## config.mk

```make
export PLATFORM = sky130hd
export DESIGN_NAME = jk_cmd_sequencer
export DESIGN_NICKNAME = d
export VERILOG_FILES = /design/src/rtl/jk_cmd_sequencer.sv
export SDC_FILE = /design/constraint.sdc
export NUM_CORES = 1
export LEC_CHECK = 0
export CORE_UTILIZATION = 55
export DETAILED_ROUTE_END_ITERATION = 10
export GPL_ROUTABILITY_DRIVEN = 0
export GPL_TIMING_DRIVEN = 0
export PLACE_DENSITY_LB_ADDON = 0.3
export RECOVER_POWER = 100
export SYNTH_ARGS = -nofsm -noshare
export SYNTH_HDL_FRONTEND = slang
export SYNTH_SLANG_ARGS = --single-unit
```

## constraint.sdc

```tcl
create_clock -name clk -period 3.45 [get_ports clk]
set_clock_uncertainty 0.2 [all_clocks]
set_input_delay 0.69 -clock clk [delete_from_list [all_inputs] [get_ports clk]]
set_output_delay 0.69 -clock clk [all_outputs]
set_load 0.01 [all_outputs]
```

## src/rtl/jk_cmd_sequencer.sv

```systemverilog
// jk_cmd_sequencer: queues JK commands and replays each as a registered j/k pair for cmd_len cycles,
// tracking the expected downstream flop output in q_exp.
module jk_cmd_sequencer #(
  parameter int DEPTH = 4,
  parameter int LEN_W = 4
) (
  input  logic                     clk,
  input  logic                     reset_n,
  input  logic                     flush,
  input  logic                     cmd_valid,
  output logic                     cmd_ready,
  input  logic [1:0]               cmd_op,
  input  logic [LEN_W-1:0]         cmd_len,
  output logic                     j,
  output logic                     k,
  output logic                     busy,
  output logic                     done,
  output logic [$clog2(DEPTH):0]   fifo_count,
  output logic                     q_exp
);
  localparam int AW = $clog2(DEPTH);
  typedef enum logic {IDLE, RUN} state_t;
  state_t state_q, state_d;
  logic [AW-1:0] wr_q, wr_d, rd_q, rd_d;
  logic [AW:0] cnt_q, cnt_d;
  logic [LEN_W-1:0] rem_q, rem_d, head_len;
  logic [1:0] jk_q, jk_d, head_op;
  logic done_q, done_d, q_exp_q, q_exp_d;
  logic push, load, finish;
  logic [LEN_W+1:0] mem_q [DEPTH];
  assign cmd_ready = cnt_q != (AW+1)'(DEPTH);
  assign {head_op, head_len} = mem_q[rd_q];
  assign push = cmd_valid & cmd_ready & ~flush;
  assign finish = (state_q == RUN) & (rem_q == LEN_W'(1));
  assign load = ~flush & (cnt_q != '0) & ((state_q == IDLE) | finish);
  always_comb begin
    wr_d = flush ? '0 : wr_q + AW'(push);
    rd_d = flush ? '0 : rd_q + AW'(load);
    cnt_d = flush ? '0 : cnt_q + (AW+1)'(push) - (AW+1)'(load);
    jk_d = flush ? 2'b00 : load ? (head_len != '0 ? head_op : 2'b00) : finish ? 2'b00 : jk_q;
    rem_d = flush ? '0 : load ? head_len : (state_q == RUN) ? rem_q - 1'b1 : rem_q;
    state_d = flush ? IDLE : load ? (head_len != '0 ? RUN : IDLE) : finish ? IDLE : state_q;
    done_d = ~flush & (finish | (load & (head_len == '0)));
    q_exp_d = jk_q == 2'b01 ? 1'b0 : jk_q == 2'b10 ? 1'b1 : jk_q == 2'b11 ? ~q_exp_q : q_exp_q;
  end
  always_ff @(posedge clk or negedge reset_n) begin
    if (!reset_n) begin
      state_q <= IDLE;
      wr_q <= '0;
      rd_q <= '0;
      cnt_q <= '0;
      rem_q <= '0;
      jk_q <= 2'b00;
      done_q <= 1'b0;
      q_exp_q <= 1'b0;
    end else begin
      state_q <= state_d;
      wr_q <= wr_d;
      rd_q <= rd_d;
      cnt_q <= cnt_d;
      rem_q <= rem_d;
      jk_q <= jk_d;
      done_q <= done_d;
      q_exp_q <= q_exp_d;
    end
  end
  // Storage needs no reset: entries are only read once the count says they were written.
  always_ff @(posedge clk) begin
    if (push) mem_q[wr_q] <= {cmd_op, cmd_len};
  end
  assign {j, k} = jk_q;
  assign busy = state_q == RUN;
  assign done = done_q;
  assign fifo_count = cnt_q;
  assign q_exp = q_exp_q;
endmodule

```

==> Word level (Yosys, flattened, before mapping) <==
Memories as Yosys holds them, arrays and structs flattened.
Index checks and enable logic that the tools add are counted.
{ "op_classes": {"eq_ne": 5, "n_mux": 19, "n_bitwise": 12, "add_sub_neg": 5, "reduce_logical": 6} }
{ "op_table": {"columns": ["operator", "n"], "rows": [
  ["2-to-1 mux 2 bit", 6],
  ["2-to-1 mux 4 bit", 3],
  ["nonzero test 3 bit", 4],
  ["2-to-1 mux 1 bit", 9],
  ["AND 1 bit", 7],
  ["adder 2 x 1 -> 2 bit", 2],
  ["equality test 2 bit (second input constant)", 2],
  ["equality test 4 x 1 -> 1 bit (second input constant)", 1],
  ["zero test 4 bit", 1],
  ["nonzero test 4 bit", 1],
  ["subtractor 4 x 1 -> 4 bit (second input constant)", 1],
  ["adder 3 x 1 -> 3 bit", 1],
  ["2-to-1 mux 3 bit", 1],
  ["!= test 3 bit (second input constant)", 1],
  ["inverter 1 bit", 3],
  ["subtractor 3 x 1 -> 3 bit", 1],
  ["equality test 2 x 1 -> 1 bit (second input constant)", 1],
  ["OR 1 bit", 2]
]} }
{ "word_totals": {"ram_bits": 24, "out_inout_bits": 9, "word_cells": 56, "memories": 1, "input_bits": 10, "register_bits": 16} }
{ "memory_table": {"columns": ["memory", "words", "width", "read_ports", "rd_ports_with_merged_regs", "wr", "line", "text"], "rows": [
  ["mem_q", 4, 6, 1, 0, 1, "30", "logic [LEN_W+1:0] mem_q [DEPTH];"]
]} }

==> Depth between registers and ports, before layout <==
{ "logic_depth": {"word_depth": 7, "depth_mapped": 13} }

==> Worst setup path after synthesis <==
Ideal clock, no wire load.
{ "synth_path": {"path_kind": "reg2reg", "from": "register rem_q[1]", "to": "register cnt_q[2], in the netlist fifo_count[2]", "slack_ps": 526, "setup_ps": 133, "n_path_buf": 1, "path_stages_with_launch": 14, "arrival_ps": 2591, "period_less_slack_ps": 2924, "path_cell_list": "dfrtp_1 inv_1 ha_1 or3b_2 a211o_1 buf_2 inv_1 ha_1 inv_1 ha_1 inv_1 fa_1 xnor2_1 nor2_1"} }
{ "synth_between": {"elab_chain_len": 6} }
{ "synth_rtl": {"columns": ["item", "line", "text"], "rows": [
  ["from (decl)", "26", "logic [LEN_W-1:0] rem_q, rem_d, head_len;"],
  ["from (signal assigned)", "61", "rem_q <= rem_d;"],
  ["equality test 4 x 1 -> 1 bit", "34", "assign finish = (state_q == RUN) & (rem_q == LEN_W'(1));"],
  ["AND 1 bit", "34", null],
  ["OR 1 bit", "35", "assign load = ~flush & (cnt_q != '0) & ((state_q == IDLE) | finish);"],
  ["AND 1 bit", "35", null],
  ["subtractor 3 x 1 -> 3 bit", "39", "cnt_d = flush ? '0 : cnt_q + (AW+1)'(push) - (AW+1)'(load);"],
  ["2-to-1 mux 3 bit", "39", null],
  ["via cnt_d[2]", "25", "logic [AW:0] cnt_q, cnt_d;"],
  ["to (signal assigned)", "60", "cnt_q <= cnt_d;"],
  ["to (decl)", "25", null]
]} }
The timed path passes the listed nets, and every way through them passes these cells.
A chain may end at the register's enable or synchronous reset.

==> Worst setup path after layout <==
Ends and elaborated chain as after synthesis.

==> impl_metrics.csv <==
group,metric,value,unit
clock_tree,cts-root-buf,"clkbuf_4",
global_routing,overflow,0,
timing,max-slew-margin-rel,34.0,%
final_layout,drive_above_1_share,12.2,%
timing,fin_ws,306,ps
timing,tightest_slew,988,ps
worst_setup_path,path_class,"flop to flop",
worst_setup_path,worstSetupStartpointType,"flop",
power,max-vdd-ir-drop,0.413,mV
logic_synthesis,synth_flop_cell,"edfxtp_1",
clock_tree,path_clk_slew,120,ps
detailed_routing,wl_per_cell,15.1,µm
floorplanning,coreArea,3050,µm²
final_layout,final_util,68.6,%
worst_setup_path,rrSetupSlack,310,ps
power,p_seq_share,44.4,%
power,p_int,0.00100,W
worst_setup_path,crit_path_end_kind,"flop",
clock_tree,cts_tree,"built",
placement,dpl.hpwl,2.05,mm
detailed_routing,wl,2.77,mm
clock_tree,htreeDepth,2,
final_layout,fillers,218,
logic_synthesis,synthCells,113,
placement,dpl_cell_area,2010,µm²
timing,fin_setup_tns,0,ps
global_routing,grt_first_pass_wirelength,4.86,mm
logic_synthesis,netlist.area_leader.share,40.5,%
logic_synthesis,syn-cell-area,1780,µm²
detailed_routing,drc,0,
placement,dp_slack,311,ps
timing,rsz0062_at_grt,"no",
clock_tree,cts_buffers,5,
worst_setup_path,crit_top_cell,"inv_1",
worst_setup_path,cp_data_arrival_time,3160,ps
power,p_leak,0.806,nW
logic_synthesis,synth_edf_count,24,
clock_tree,clk_path_buf_depth,2,
logic_synthesis,synth_cell_types,32,
logic_synthesis,async_reset_ff_share,40.0,%
worst_setup_path,crit_slowest_cell,"or3b_2",
floorplanning,die_area,3470,µm²
worst_setup_path,critPathMaxStageDelay,520,ps
worst_setup_path,required,3470,ps
final_layout,antennaDiodeCount,0,
global_routing,antenna_found_initial,0,
timing,setup_violations,0,
timing,hold-worst-slack,269,ps
floorplanning,die-height,58.9,µm
floorplanning,rows,20,
detailed_routing,dr_wl_met2,1.52,mm
floorplanning,initial_utilization,58.3,%
worst_setup_path,r2r_start,"rem_q[1]$_DFFE_PN0P_",
global_routing,grt_max_degree,17,
detailed_routing,highest_layer,"met4",
outcome,status,"finished clean",
logic_synthesis,yosysSeqAreaShare,63.0,%
final_layout,design_area,2090,µm²
timing,post-route-period-util,91.1,%
logic_synthesis,synth_seq_cells,40,
timing,hold_viol,0,
detailed_routing,dr.pass1.iters,4,
global_routing,grtUsageTotal,19.6,%
power,power.switching,0.000452,W
detailed_routing,wl_met1,1.15,mm
clock_tree,cts_sinks,40,
logic_synthesis,yosysMostFrequentCell,"edfxtp_1",
logic_synthesis,syn_nets,130,
clock_tree,cts_setup_buffers,0,
detailed_routing,wl_met3,79,µm
timing,finalCriticalPeriod,3140,ps
logic_synthesis,yosysTopAreaCell,"edfxtp_1",
power,power_density,695,nW/µm²
logic_synthesis,synthTopCellsByArea,"edfxtp_1, dfrtp_1, mux4_1",
detailed_routing,drtIter0Drc,36,
detailed_routing,vias,1007,
logic_synthesis,yosys_warnings,0,
power,p_clk_share,20.5,%
floorplanning,pin_count,19,
final_layout,syn2layout_area_growth,17.7,%
placement,port_buffers,18,
power,power.share.switching,31.0,%
detailed_routing,antenna_left,0,
global_routing,grt_pass1_vias,1016,
clock_tree,clk-insertion-delay-late,330,ps
run,drv_cap,0,
detailed_routing,avgViaCountPerCell,5.50,
timing,clock.fmax,318,MHz
clock_tree,cts-resized-gates,0,
floorplanning,die_x,58.9,µm
worst_setup_path,crit_chain,"inv_1, ha_1, or3b_2, a211o_1, buf_2, inv_1, ha_1, inv_1, ha_1, inv_1, fa_1, xnor2_1, nor2_1",
worst_setup_path,path_max_fanout,9,
final_layout,nNetsFinal,155,
logic_synthesis,synth_common_cells,"edfxtp_1, dfrtp_1, inv_1",
power,combPwrFrac,35.1,%
logic_synthesis,avgSynthCellArea,15.7,µm²
clock_tree,postCtsHoldBufs,0,
timing,drv_slew,0,
hold_path,hp-start,"q_exp$_DFFE_PN0P_",
worst_setup_path,startpoint,"rem_q[1]$_DFFE_PN0P_",
hold_path,min_path_type,"flop to flop",
## logic make-up (layout without fill, tap and decap cells)
| family | Yosys count | count (layout) | share of synthesized area, % |
|---|---|---|---|
| simple gates | 23 | 23 | 8.23 |
| fa+ha+maj | 7 | 7 | 5.34 |
| flops | 40 | 40 | 63.0 |
| xor+xnor | 7 | 7 | 3.45 |
| buf+inv | 13 | 39 | 3.23 |
| mux | 10 | 10 | 10.5 |
| compound gates | 13 | 13 | 6.19 |
## worst max-delay path: cells and delay by family (launching register included)
family	cells	cell delay, ps
simple gates	2	570
buf+inv	5	480
fa+ha+maj	4	910
xor+xnor	1	160
flops	1	390
compound gates	1	310
## final timing paths
path,endpoint,cells past startpoint
min,q_exp$_DFFE_PN0P_,1
max in group asynchronous,wr_q[0]$_DFF_PN0_,1
max reg2reg,fifo_count[2]$_DFF_PN0_,13
min reg2reg,q_exp$_DFFE_PN0P_,1
min in group asynchronous,fifo_count[1]$_DFF_PN0_,1
max,fifo_count[2]$_DFF_PN0_,13
## flip-flops by register name, summed over array words and instances (netlist names)
| signal | flops |
|---|---|
| jk_q | 2 |
| rem_q | 4 |
| busy | 1 |
| wr_q | 2 |
| rd_q | 2 |
| mem_q | 24 |
| fifo_count | 3 |
| done | 1 |
| q_exp | 1 |
## per-layer routing
metal	GRT usage (%)	vias up
met3	4.84	2
li1	-	491
met2	34.1	20
met5	0	-
met1	24.6	494
met4	5.10	0
## cell usage in the layout (no fill, tap or decap)
cell type and count:
clkdlybuf4s50_1 1, o22ai_1 1, buf_6 1, o22ai_2 1, nand2_1 2, or4_1 1
mux4_2 3, xor2_1 2, bufinv_16 1, dfrtp_1 16, clkinv_2 1, nor2_1 4
nand3b_1 3, fa_1 1, xnor2_1 5, nor2b_1 3, a2111oi_0 4, nor4b_1 1
mux4_1 3, a211o_1 1, edfxtp_1 24, clkinvlp_4 1, nor3b_1 2, nor3_1 2
or3b_2 2, ha_1 6, inv_1 7, dlygate4sd3_1 17, o41ai_1 2, clkbuf_4 5
mux2i_1 3, a211oi_1 4, buf_2 1, nor4_1 1, mux2_2 1, clkbuf_1 4
and3_1 1, or4bb_1 1
## power groups by stage
stage                     registers (W)  logic (W)  clock network (W)
after floorplan                0.000668   0.000345                  0
after global placement         0.000655   0.000513                  0
after detailed placement       0.000661   0.000532                  0
after CTS                      0.000650   0.000535           0.000305
after global routing           0.000660   0.000576           0.000324
final                          0.000647   0.000510           0.000299
## stage by stage
step	power, W	instances
after floorplan	0.00101	113
after CTS	0.00149	183
after global routing	0.00156	183
after global placement	0.00117	175
final	0.00146	183
after detailed placement	0.00119	175
## area by class of cell
cell class / instances / area, µm² / area share [%]
Inverter: 7 / 26.3 / 1.25
Multi-Input combinational cell: 60 / 601 / 28.7
Tap cell: 44 / 55.1 / 2.63
Timing Repair Buffer: 18 / 180 / 8.60
Buffer: 6 / 31.3 / 1.49
Clock buffer: 5 / 37.5 / 1.79
Clock inverter: 3 / 42.5 / 2.03
Sequential cell: 40 / 1120 / 53.5
No activity file was read; power rests on OpenSTA's default activity.
